### src/rtl/rt_stage_pkg.sv
// Shared retire-stage types: ROB head view, regfile write packet, FSM state.
// Imported by rt_select and rt_stage.
package rt_stage_pkg;

  localparam int XLEN = 32;
  localparam int RT_N = 2;

  typedef struct packed {
    logic            valid;
    logic            complete;
    logic [4:0]      dest_reg_idx;
    logic            dest_reg_valid;
    logic [XLEN-1:0] value;
    logic            halt;
    logic            illegal;
    logic            mispredict;
    logic [XLEN-1:0] target_pc;
  } ROB_RT_PACKET;

  typedef struct packed {
    logic            valid;
    logic [4:0]      retire_reg;
    logic [XLEN-1:0] value;
  } RT_DP_PACKET;

  typedef enum logic [1:0] {
    RT_RUN,
    RT_FLUSH,
    RT_HALTED
  } RT_STATE;

endpackage

### src/rtl/rt_select.sv
// Combinational retire picker: in-order completed prefix, stop lane,
// and per-lane regfile write enables with duplicate-dest suppression.
module rt_select
  import rt_stage_pkg::*;
#(
  parameter  int RT_WIDTH = RT_N,
  localparam int PW = $clog2(RT_WIDTH + 1),
  localparam int LW = (RT_WIDTH > 1) ? $clog2(RT_WIDTH) : 1
) (
  input  logic              en,
  input  logic [RT_WIDTH-1:0] vld,
  input  logic [RT_WIDTH-1:0] cmp,
  input  logic [RT_WIDTH-1:0] dv,
  input  logic [RT_WIDTH-1:0][4:0] idx,
  input  logic [RT_WIDTH-1:0] hlt,
  input  logic [RT_WIDTH-1:0] ill,
  input  logic [RT_WIDTH-1:0] misp,
  output logic [RT_WIDTH-1:0] wr_valid,
  output logic [PW-1:0]       pop_cnt,
  output logic [LW-1:0]       stop_idx,
  output logic                stop_misp,
  output logic                stop_halt,
  output logic                stop_ill
);

  logic [RT_WIDTH-1:0] retire;
  logic                go;

  // Walk lanes oldest-first; a hole or a stopping lane ends the prefix.
  always_comb begin
    go        = en;
    retire    = '0;
    pop_cnt   = '0;
    stop_idx  = '0;
    stop_misp = 1'b0;
    stop_halt = 1'b0;
    stop_ill  = 1'b0;
    for (int i = 0; i < RT_WIDTH; i++) begin
      if (go && vld[i] && cmp[i]) begin
        retire[i] = 1'b1;
        pop_cnt   = pop_cnt + PW'(1);
        if (hlt[i] || ill[i] || misp[i]) begin
          go        = 1'b0;
          stop_idx  = LW'(i);
          stop_ill  = ill[i];
          stop_halt = hlt[i] | ill[i];
          stop_misp = misp[i] & ~hlt[i] & ~ill[i];
        end
      end else begin
        go = 1'b0;
      end
    end
  end

  // Keep only the youngest writer of each architectural register.
  always_comb begin
    wr_valid = '0;
    for (int i = 0; i < RT_WIDTH; i++) begin
      wr_valid[i] = retire[i] && dv[i] && (idx[i] != 5'd0);
      for (int j = i + 1; j < RT_WIDTH; j++) begin
        if (retire[j] && dv[j] && (idx[j] == idx[i]))
          wr_valid[i] = 1'b0;
      end
    end
  end

endmodule

### src/rtl/rt_stage.sv
// In-order retire stage: commits the completed ROB prefix, issues regfile
// writes one cycle later, and owns the squash and halt/exception stop.
module rt_stage
  import rt_stage_pkg::*;
#(
  parameter  int RT_WIDTH = RT_N,
  parameter  int CNT_W = 64,
  localparam int PW = $clog2(RT_WIDTH + 1),
  localparam int LW = (RT_WIDTH > 1) ? $clog2(RT_WIDTH) : 1
) (
  input  logic              clock,
  input  logic              reset,
  input  ROB_RT_PACKET      rob_head [RT_WIDTH],
  output logic [PW-1:0]     rob_pop_cnt,
  output RT_DP_PACKET       rt_packet [RT_WIDTH],
  output logic              squash,
  output logic [XLEN-1:0]   squash_pc,
  output logic              halted,
  output logic              exception,
  output logic [CNT_W-1:0]  retired_count
);

  RT_STATE             state_q, state_d;
  RT_DP_PACKET         pkt_q [RT_WIDTH];
  RT_DP_PACKET         pkt_d [RT_WIDTH];
  logic                squash_q, squash_d;
  logic [XLEN-1:0]     squash_pc_q, squash_pc_d;
  logic                halted_q, halted_d;
  logic                exc_q, exc_d;
  logic [CNT_W-1:0]    cnt_q, cnt_d;

  logic [RT_WIDTH-1:0] vld, cmp, dv, hlt, ill, misp;
  logic [RT_WIDTH-1:0][4:0] idx;
  logic [RT_WIDTH-1:0] wr_valid;
  logic [PW-1:0]       pop_cnt;
  logic [LW-1:0]       stop_idx;
  logic                stop_misp, stop_halt, stop_ill;

  // Flatten the ROB head fields the picker needs.
  always_comb begin
    for (int i = 0; i < RT_WIDTH; i++) begin
      vld[i]  = rob_head[i].valid;
      cmp[i]  = rob_head[i].complete;
      dv[i]   = rob_head[i].dest_reg_valid;
      idx[i]  = rob_head[i].dest_reg_idx;
      hlt[i]  = rob_head[i].halt;
      ill[i]  = rob_head[i].illegal;
      misp[i] = rob_head[i].mispredict;
    end
  end

  rt_select #(
    .RT_WIDTH (RT_WIDTH)
  ) u_sel (
    .en        (state_q == RT_RUN),
    .vld       (vld),
    .cmp       (cmp),
    .dv        (dv),
    .idx       (idx),
    .hlt       (hlt),
    .ill       (ill),
    .misp      (misp),
    .wr_valid  (wr_valid),
    .pop_cnt   (pop_cnt),
    .stop_idx  (stop_idx),
    .stop_misp (stop_misp),
    .stop_halt (stop_halt),
    .stop_ill  (stop_ill)
  );

  assign rob_pop_cnt = reset ? '0 : pop_cnt;

  // Next-state: FSM transitions, write packets and commit counter.
  always_comb begin
    state_d     = state_q;
    squash_d    = 1'b0;
    squash_pc_d = squash_pc_q;
    halted_d    = halted_q;
    exc_d       = exc_q;
    cnt_d       = cnt_q + CNT_W'(pop_cnt);
    for (int i = 0; i < RT_WIDTH; i++) begin
      pkt_d[i].valid      = wr_valid[i];
      pkt_d[i].retire_reg = wr_valid[i] ? rob_head[i].dest_reg_idx : 5'd0;
      pkt_d[i].value      = wr_valid[i] ? rob_head[i].value : '0;
    end
    unique case (state_q)
      RT_RUN: begin
        if (stop_halt) begin
          state_d  = RT_HALTED;
          halted_d = 1'b1;
          exc_d    = stop_ill;
        end else if (stop_misp) begin
          state_d     = RT_FLUSH;
          squash_d    = 1'b1;
          squash_pc_d = rob_head[stop_idx].target_pc;
        end
      end
      RT_FLUSH:  state_d = RT_RUN;
      RT_HALTED: state_d = RT_HALTED;
      default:   state_d = RT_RUN;
    endcase
  end

  // State and registered outputs.
  always_ff @(posedge clock or posedge reset) begin
    if (reset) begin
      state_q     <= RT_RUN;
      squash_q    <= 1'b0;
      squash_pc_q <= '0;
      halted_q    <= 1'b0;
      exc_q       <= 1'b0;
      cnt_q       <= '0;
      for (int i = 0; i < RT_WIDTH; i++)
        pkt_q[i] <= '0;
    end else begin
      state_q     <= state_d;
      squash_q    <= squash_d;
      squash_pc_q <= squash_pc_d;
      halted_q    <= halted_d;
      exc_q       <= exc_d;
      cnt_q       <= cnt_d;
      for (int i = 0; i < RT_WIDTH; i++)
        pkt_q[i] <= pkt_d[i];
    end
  end

  assign rt_packet     = pkt_q;
  assign squash        = squash_q;
  assign squash_pc     = squash_pc_q;
  assign halted        = halted_q;
  assign exception     = exc_q;
  assign retired_count = cnt_q;

endmodule

### config.mk
export PLATFORM = sky130hd
export DESIGN_NAME = rt_stage
export DESIGN_NICKNAME = d
export VERILOG_FILES = /design/src/rtl/rt_stage_pkg.sv /design/src/rtl/rt_select.sv /design/src/rtl/rt_stage.sv
export SDC_FILE = /design/constraint.sdc
export NUM_CORES = 1
export LEC_CHECK = 0
export ABC_AREA = 0
export BUFFER_PORTS_ARGS = -buffer_cell sky130_fd_sc_hd__buf_2
export CAP_MARGIN = 20
export CORE_MARGIN = 8
export CORE_UTILIZATION = 42
export DETAILED_ROUTE_END_ITERATION = 10
export PLACE_DENSITY_LB_ADDON = 0.15
export RECOVER_POWER = 100
export SYNTH_ARGS = -nofsm -noshare
export SYNTH_HDL_FRONTEND = slang
export SYNTH_SLANG_ARGS = --single-unit
### constraint.sdc
create_clock -name clock -period 5.4 [get_ports clock]
set_input_delay 0.27 -clock clock [delete_from_list [all_inputs] [get_ports clock]]
set_output_delay 0.27 -clock clock [all_outputs]
set_load 0.02 [all_outputs]
Yosys cells after proc, flatten, opt, wreduce, memory -nomap -nowiden
Index checks and enable logic that the tools add are counted.
{ "classes": {"add_sub_neg": 2, "magnitude_cmp": 1, "eq_ne": 3, "n_mux": 35, "n_bitwise": 12, "n_reduce_logical": 18} }
{ "ops": {"columns": ["operator", "count"], "rows": [
  ["32-bit 2-to-1 mux", 5],
  ["64-bit by 2-bit adder with 64-bit output", 1],
  ["1-bit 2-to-1 mux", 23],
  ["5-bit 2-to-1 mux", 2],
  ["5-bit nonzero test", 2],
  ["1-bit logical AND", 9],
  ["2-bit 2-to-1 mux", 4],
  ["5-bit equality test", 1],
  ["1-bit inverter", 5],
  ["1-bit bitwise AND", 4],
  ["1-bit logical OR", 4],
  ["2-bit one-hot mux with 2 select lines", 1],
  ["3-bit != test, second input constant", 1],
  ["3-bit AND reduction", 1],
  ["1-bit by 1-bit adder with 2-bit output, second input constant", 1],
  ["2-bit equality test, second input constant", 1],
  ["2-bit >= comparator, second input constant", 1],
  ["2-bit logical NOT", 1],
  ["1-bit inverter with 2-bit output", 1],
  ["1-bit OR", 2],
  ["2-bit AND reduction", 1]
]} }
{ "totals": {"reg_bits": 177} }

Depth between registers and ports, before layout
{ "logic_depth": {"depth_word": 11, "depth_mapped": 13} }

Modules after synthesis
From an unflattened synthesis, not the netlist that was laid out.
{ "unflattened": {"hier_cells": 602, "area_unflattened_um2": 7220.7} }
{ "by_module_without_submodules": {"columns": ["module", "n_inst", "cells_each", "area_per_inst_um2", "seq_area_each_um2"], "rows": [
  ["rt_stage", 1, 577, 7009.2, 4429.2],
  ["rt_select", 1, 25, 211.5, 0.0]
]} }

Worst setup path before layout
No wires, ideal clock.
{ "synth_timing": {"path_kind": "register to register", "startpoint": "reg state_q[1]", "endpoint": "reg cnt_q[56] (netlist: retired_count[56])", "setup_ps": 80, "arrival_time_ps": 2861, "required_time_ps": 5320, "path_slack_ps": 2459, "stages_incl_launch_ff": 14, "period_less_slack_ps": 2941, "path_cell_list": "dfrtp_1 -> nor4bb_1 -> clkbuf_2 -> and3b_1 -> buf_2 -> ha_1 -> ha_1 -> fa_1 -> nand4_1 -> nor3_2 -> nand4_2 -> buf_2 -> nor3_1 -> xor2_1"} }
{ "synth_between": {"elab_chain_len": 8, "word_cells_on_any_way": 11, "classes_between": "2 x add/sub; 4 x mux; 5 x reduce/logical"} }
{ "synth_rtl": {"columns": ["element", "line_no", "text"], "rows": [
  ["from (decl)", "rt_stage.sv:23", "RT_STATE state_q, state_d;"],
  ["from (signal assigned)", "rt_stage.sv:116", "state_q <= state_d;"],
  ["2-bit logical NOT (*)", "rt_stage.sv:55", ".en (state_q == RT_RUN),"],
  ["1-bit logical AND (2 in a row)", "rt_select.sv:39", "if (go && vld[i] && cmp[i]) begin"],
  ["1-bit 2-to-1 mux", "rt_select.sv:39", null],
  ["1-bit logical AND (2 in a row)", "rt_select.sv:39", null],
  ["2-bit 2-to-1 mux (*)", "rt_select.sv:39", null],
  ["64-bit by 2-bit adder with 64-bit output (*)", "rt_stage.sv:80", "cnt_d = cnt_q + CNT_W'(pop_cnt);"],
  ["net cnt_d[56]", "rt_stage.sv:30", "logic [CNT_W-1:0] cnt_q, cnt_d;"],
  ["to (signal assigned)", "rt_stage.sv:121", "cnt_q <= cnt_d;"],
  ["to (decl)", "rt_stage.sv:30", null]
]} }
Mark *: on every way through the listed nets, which the timed path passes. The rest lies on a longest branch.
A chain may end at the register's enable or synchronous reset.

Worst setup path in the final report
{ "layout_timing": {"startpoint": "reg state_q[1]", "endpoint": "reg cnt_q[46] (netlist: retired_count[46])"} }
The elaborated chain is that of the path after synthesis.

==> run_results.csv <==
group,metric,value,unit
power,irDropWorstVdd,215,µV
clocking,cts_buffer_depth,2,
synthesis,synthesis.nets,762,
detailed_routing,first_iter_violations,191,
layout,regArea,4430,µm²
timing,slew_headroom,-0.665,
layout,mostFrequentLayoutCells,"clkbuf_1, dfrtp_1, buf_2",
power,swShare,0.305,
power,p_per_area,359,nW/µm²
timing,worstMarginPinSlew,2480,ps
min_path,hold_class,"in2reg",
power,comb_power_share,0.176,
worst_setup_path,endpoint_kind,"flip-flop",
outcome,failed_checks,"max-capacitance violations, max-slew violations",
layout,fillCellCount,1600,
detailed_routing,wl,20.6,mm
clocking,cts_buffers,17,
timing,grt_setup_unrepaired,"no",
placed_design,place_congestion,0.764,
timing,fin_crit,4030,ps
worst_setup_path,cp-start-kind,"flip-flop",
layout,drive_above_1_share,0.201,
clocking,clkTransAtPathRegs,70,ps
timing,hold_viol,0,
worst_setup_path,crit_fanout,14,
global_routing,grt_usage,0.189,
global_routing,overflow,0,
worst_setup_path,crit_required,5740,ps
layout,nNetsFinal,1095,
clocking,clock_latency,420,ps
clocking,root_buffer,"clkbuf_16",
detailed_routing,drc_errors,0,
die,coreArea,17100,µm²
detailed_routing,wl_per_cell,17.5,µm
power,power.internal,2.34,mW
clocking,cts_tree,"built",
detailed_routing,vias_per_cell,4.70,
timing,fin_skew,5.86,ps
power,share_seq_of_total_power,0.464,
global_routing,grt_pass1_vias,5682,
run,cap_viol_max_count,3,
synthesis,syn_avg_cell_area,11.9,µm²
die,rows,48,
synthesis,ys_seq_area_frac,0.615,
clocking,htreeDepth,4,
worst_setup_path,path_class,"reg2reg",
clocking,cts_sinks,177,
timing,fmax,248,MHz
power,leakage,4.72,nW
power,p_sw,1.03,mW
global_routing,grt_max_degree,66,
worst_setup_path,crit_arrival,4370,ps
synthesis,synth_warnings,0,
die,die_h,147,µm
timing,min_period_over_period,0.746,
power,p_clk_frac,0.360,
synthesis,syn_area,7210,µm²
power,power,3.37,mW
detailed_routing,vias,5526,
placed_design,dp_hpwl,16.0,mm
timing,tns,0,ps
detailed_routing,antenna_left,0,
timing,drv_slew,156,
placed_design,io_buffers,328,
layout,diodes,0,
die,initial_core_util,0.423,
clocking,cts_resized,0,
global_routing,antenna_found_initial,1,
die,ios,329,
timing,holdWs,48.0,ps
die,die_w,147,µm
detailed_routing,drtPass1Iterations,4,
global_routing,grt_pass1_wl,31.7,mm
die,dieArea,21600,µm²
outcome,status,"complete, but fails checks",
synthesis,syn_inst,606,
synthesis,ys_ff_latch,177,
placed_design,pre_cts_ws,1640,ps
timing,setup_viol,0,
timing,finalWorstSetupSlack,1370,ps
layout,area_growth,30.2,%
synthesis,yosysUniqueCellTypes,39,
layout,multi_input_area,2570,µm²
layout,final_common_cell,"clkbuf_1",
layout,fin_util,0.550,
power groups by stage:
stage | clock [mW] | sequential, mW | combinational [mW]
6_report | 1.21 | 1.56 | 0.592
5_1_grt | 1.30 | 1.58 | 0.649
4_1_cts | 1.25 | 1.56 | 0.654
3_5_place_dp | 0 | 1.58 | 0.656
3_3_place_gp | 0 | 1.58 | 0.650
2_1_floorplan | 0 | 1.76 | 0.164
registers in the layout, summed over array words and instances, names as in the netlist:
register       count
exception          1
halted             1
retired_count     64
rt_packet         76
squash             1
squash_pc         32
state_q            2
layout make-up:
class / count / area share
Clock inverter: 14 / 0.0171
Timing Repair Buffer: 335 / 0.155
Inverter: 16 / 0.00653
Multi-Input combinational cell: 392 / 0.274
Sequential cell: 177 / 0.472
Tap cell: 225 / 0.0300
Clock buffer: 17 / 0.0453
timing repair:
item | CTS | global route
endpoints found under the hold margin | 54 | 0
buffers inserted | 0 | 0
hold buffers | 1 | 0
through the flow:
step	cell area, µm²	cells
2_1_floorplan	7210	606
3_3_place_gp	9120	1144
3_5_place_dp	9120	1144
4_1_cts	9720	1176
5_1_grt	9380	1176
6_report	9380	1176
kinds of logic after synthesis:
group,synth area share
and+or+nand+nor,0.200
AOI/OAI and AO/OA,0.0307
muxes,0.0444
buffers and inverters,0.0208
DFF,0.615
adders and majority gates,0.00799
xor gates and xnor gates,0.0814
path summary, 6_finish.rpt:
kind	startpoint	end	slack, ps	cells past startpoint
hold reg to reg	state_q[0]	state_q[1]	430	1
hold / removal	rob_head[40]	rt_packet[5]	50	2
setup / recovery	state_q[1]	retired_count[46]	1370	11
max in group asynchronous	reset	retired_count[8]	1830	4
min in group asynchronous	reset	rt_packet[32]	1140	3
setup reg to reg	state_q[1]	retired_count[46]	1370	11
critical path, cell delays in order (launching register included):
cell,delay [ps]
dfrtp_1,380
nor4bb_1,270
clkbuf_1,310
and3b_1,440
ha_1,200
ha_1,180
fa_1,240
nand4_1,250
nor3_1,560
nand4_2,490
nor4_1,440
xor2_1,180
Yosys cell counts (all sizes together):
library cell | n | area [µm²]
xor2 | 30 | 263
inv | 16 | 60.1
a222oi | 1 | 10.0
nand2 | 23 | 86.3
nand3 | 26 | 140
o21ai | 1 | 5.00
nor4b | 2 | 17.5
ha | 3 | 37.5
clkbuf | 13 | 50.0
nor2 | 52 | 195
fa | 1 | 20.0
xnor2 | 37 | 324
and2 | 73 | 457
nand4 | 16 | 121
a41oi | 1 | 8.76
a21oi | 35 | 175
nand2b | 1 | 6.26
nor4bb | 1 | 10.0
and3 | 8 | 50.1
or4 | 2 | 15.0
dfrtp | 177 | 4430
nor2b | 4 | 25.0
and4 | 4 | 35.0
mux2i | 32 | 320
and3b | 1 | 8.76
nand3b | 1 | 7.51
nor3 | 19 | 120
buf | 8 | 40.0
o211ai | 1 | 7.51
o31ai | 1 | 7.51
nor4 | 15 | 146
o21a | 1 | 7.51
per-layer routing:
metal	global-route usage	wire length, µm	vias to the layer above
met5	0	8	-
met4	0.0714	454	2
met3	0.0707	1660	28
met2	0.314	10200	213
met1	0.218	8200	2579
li1	-	-	2704
Note: power is estimated with default switching activity, not from simulation.
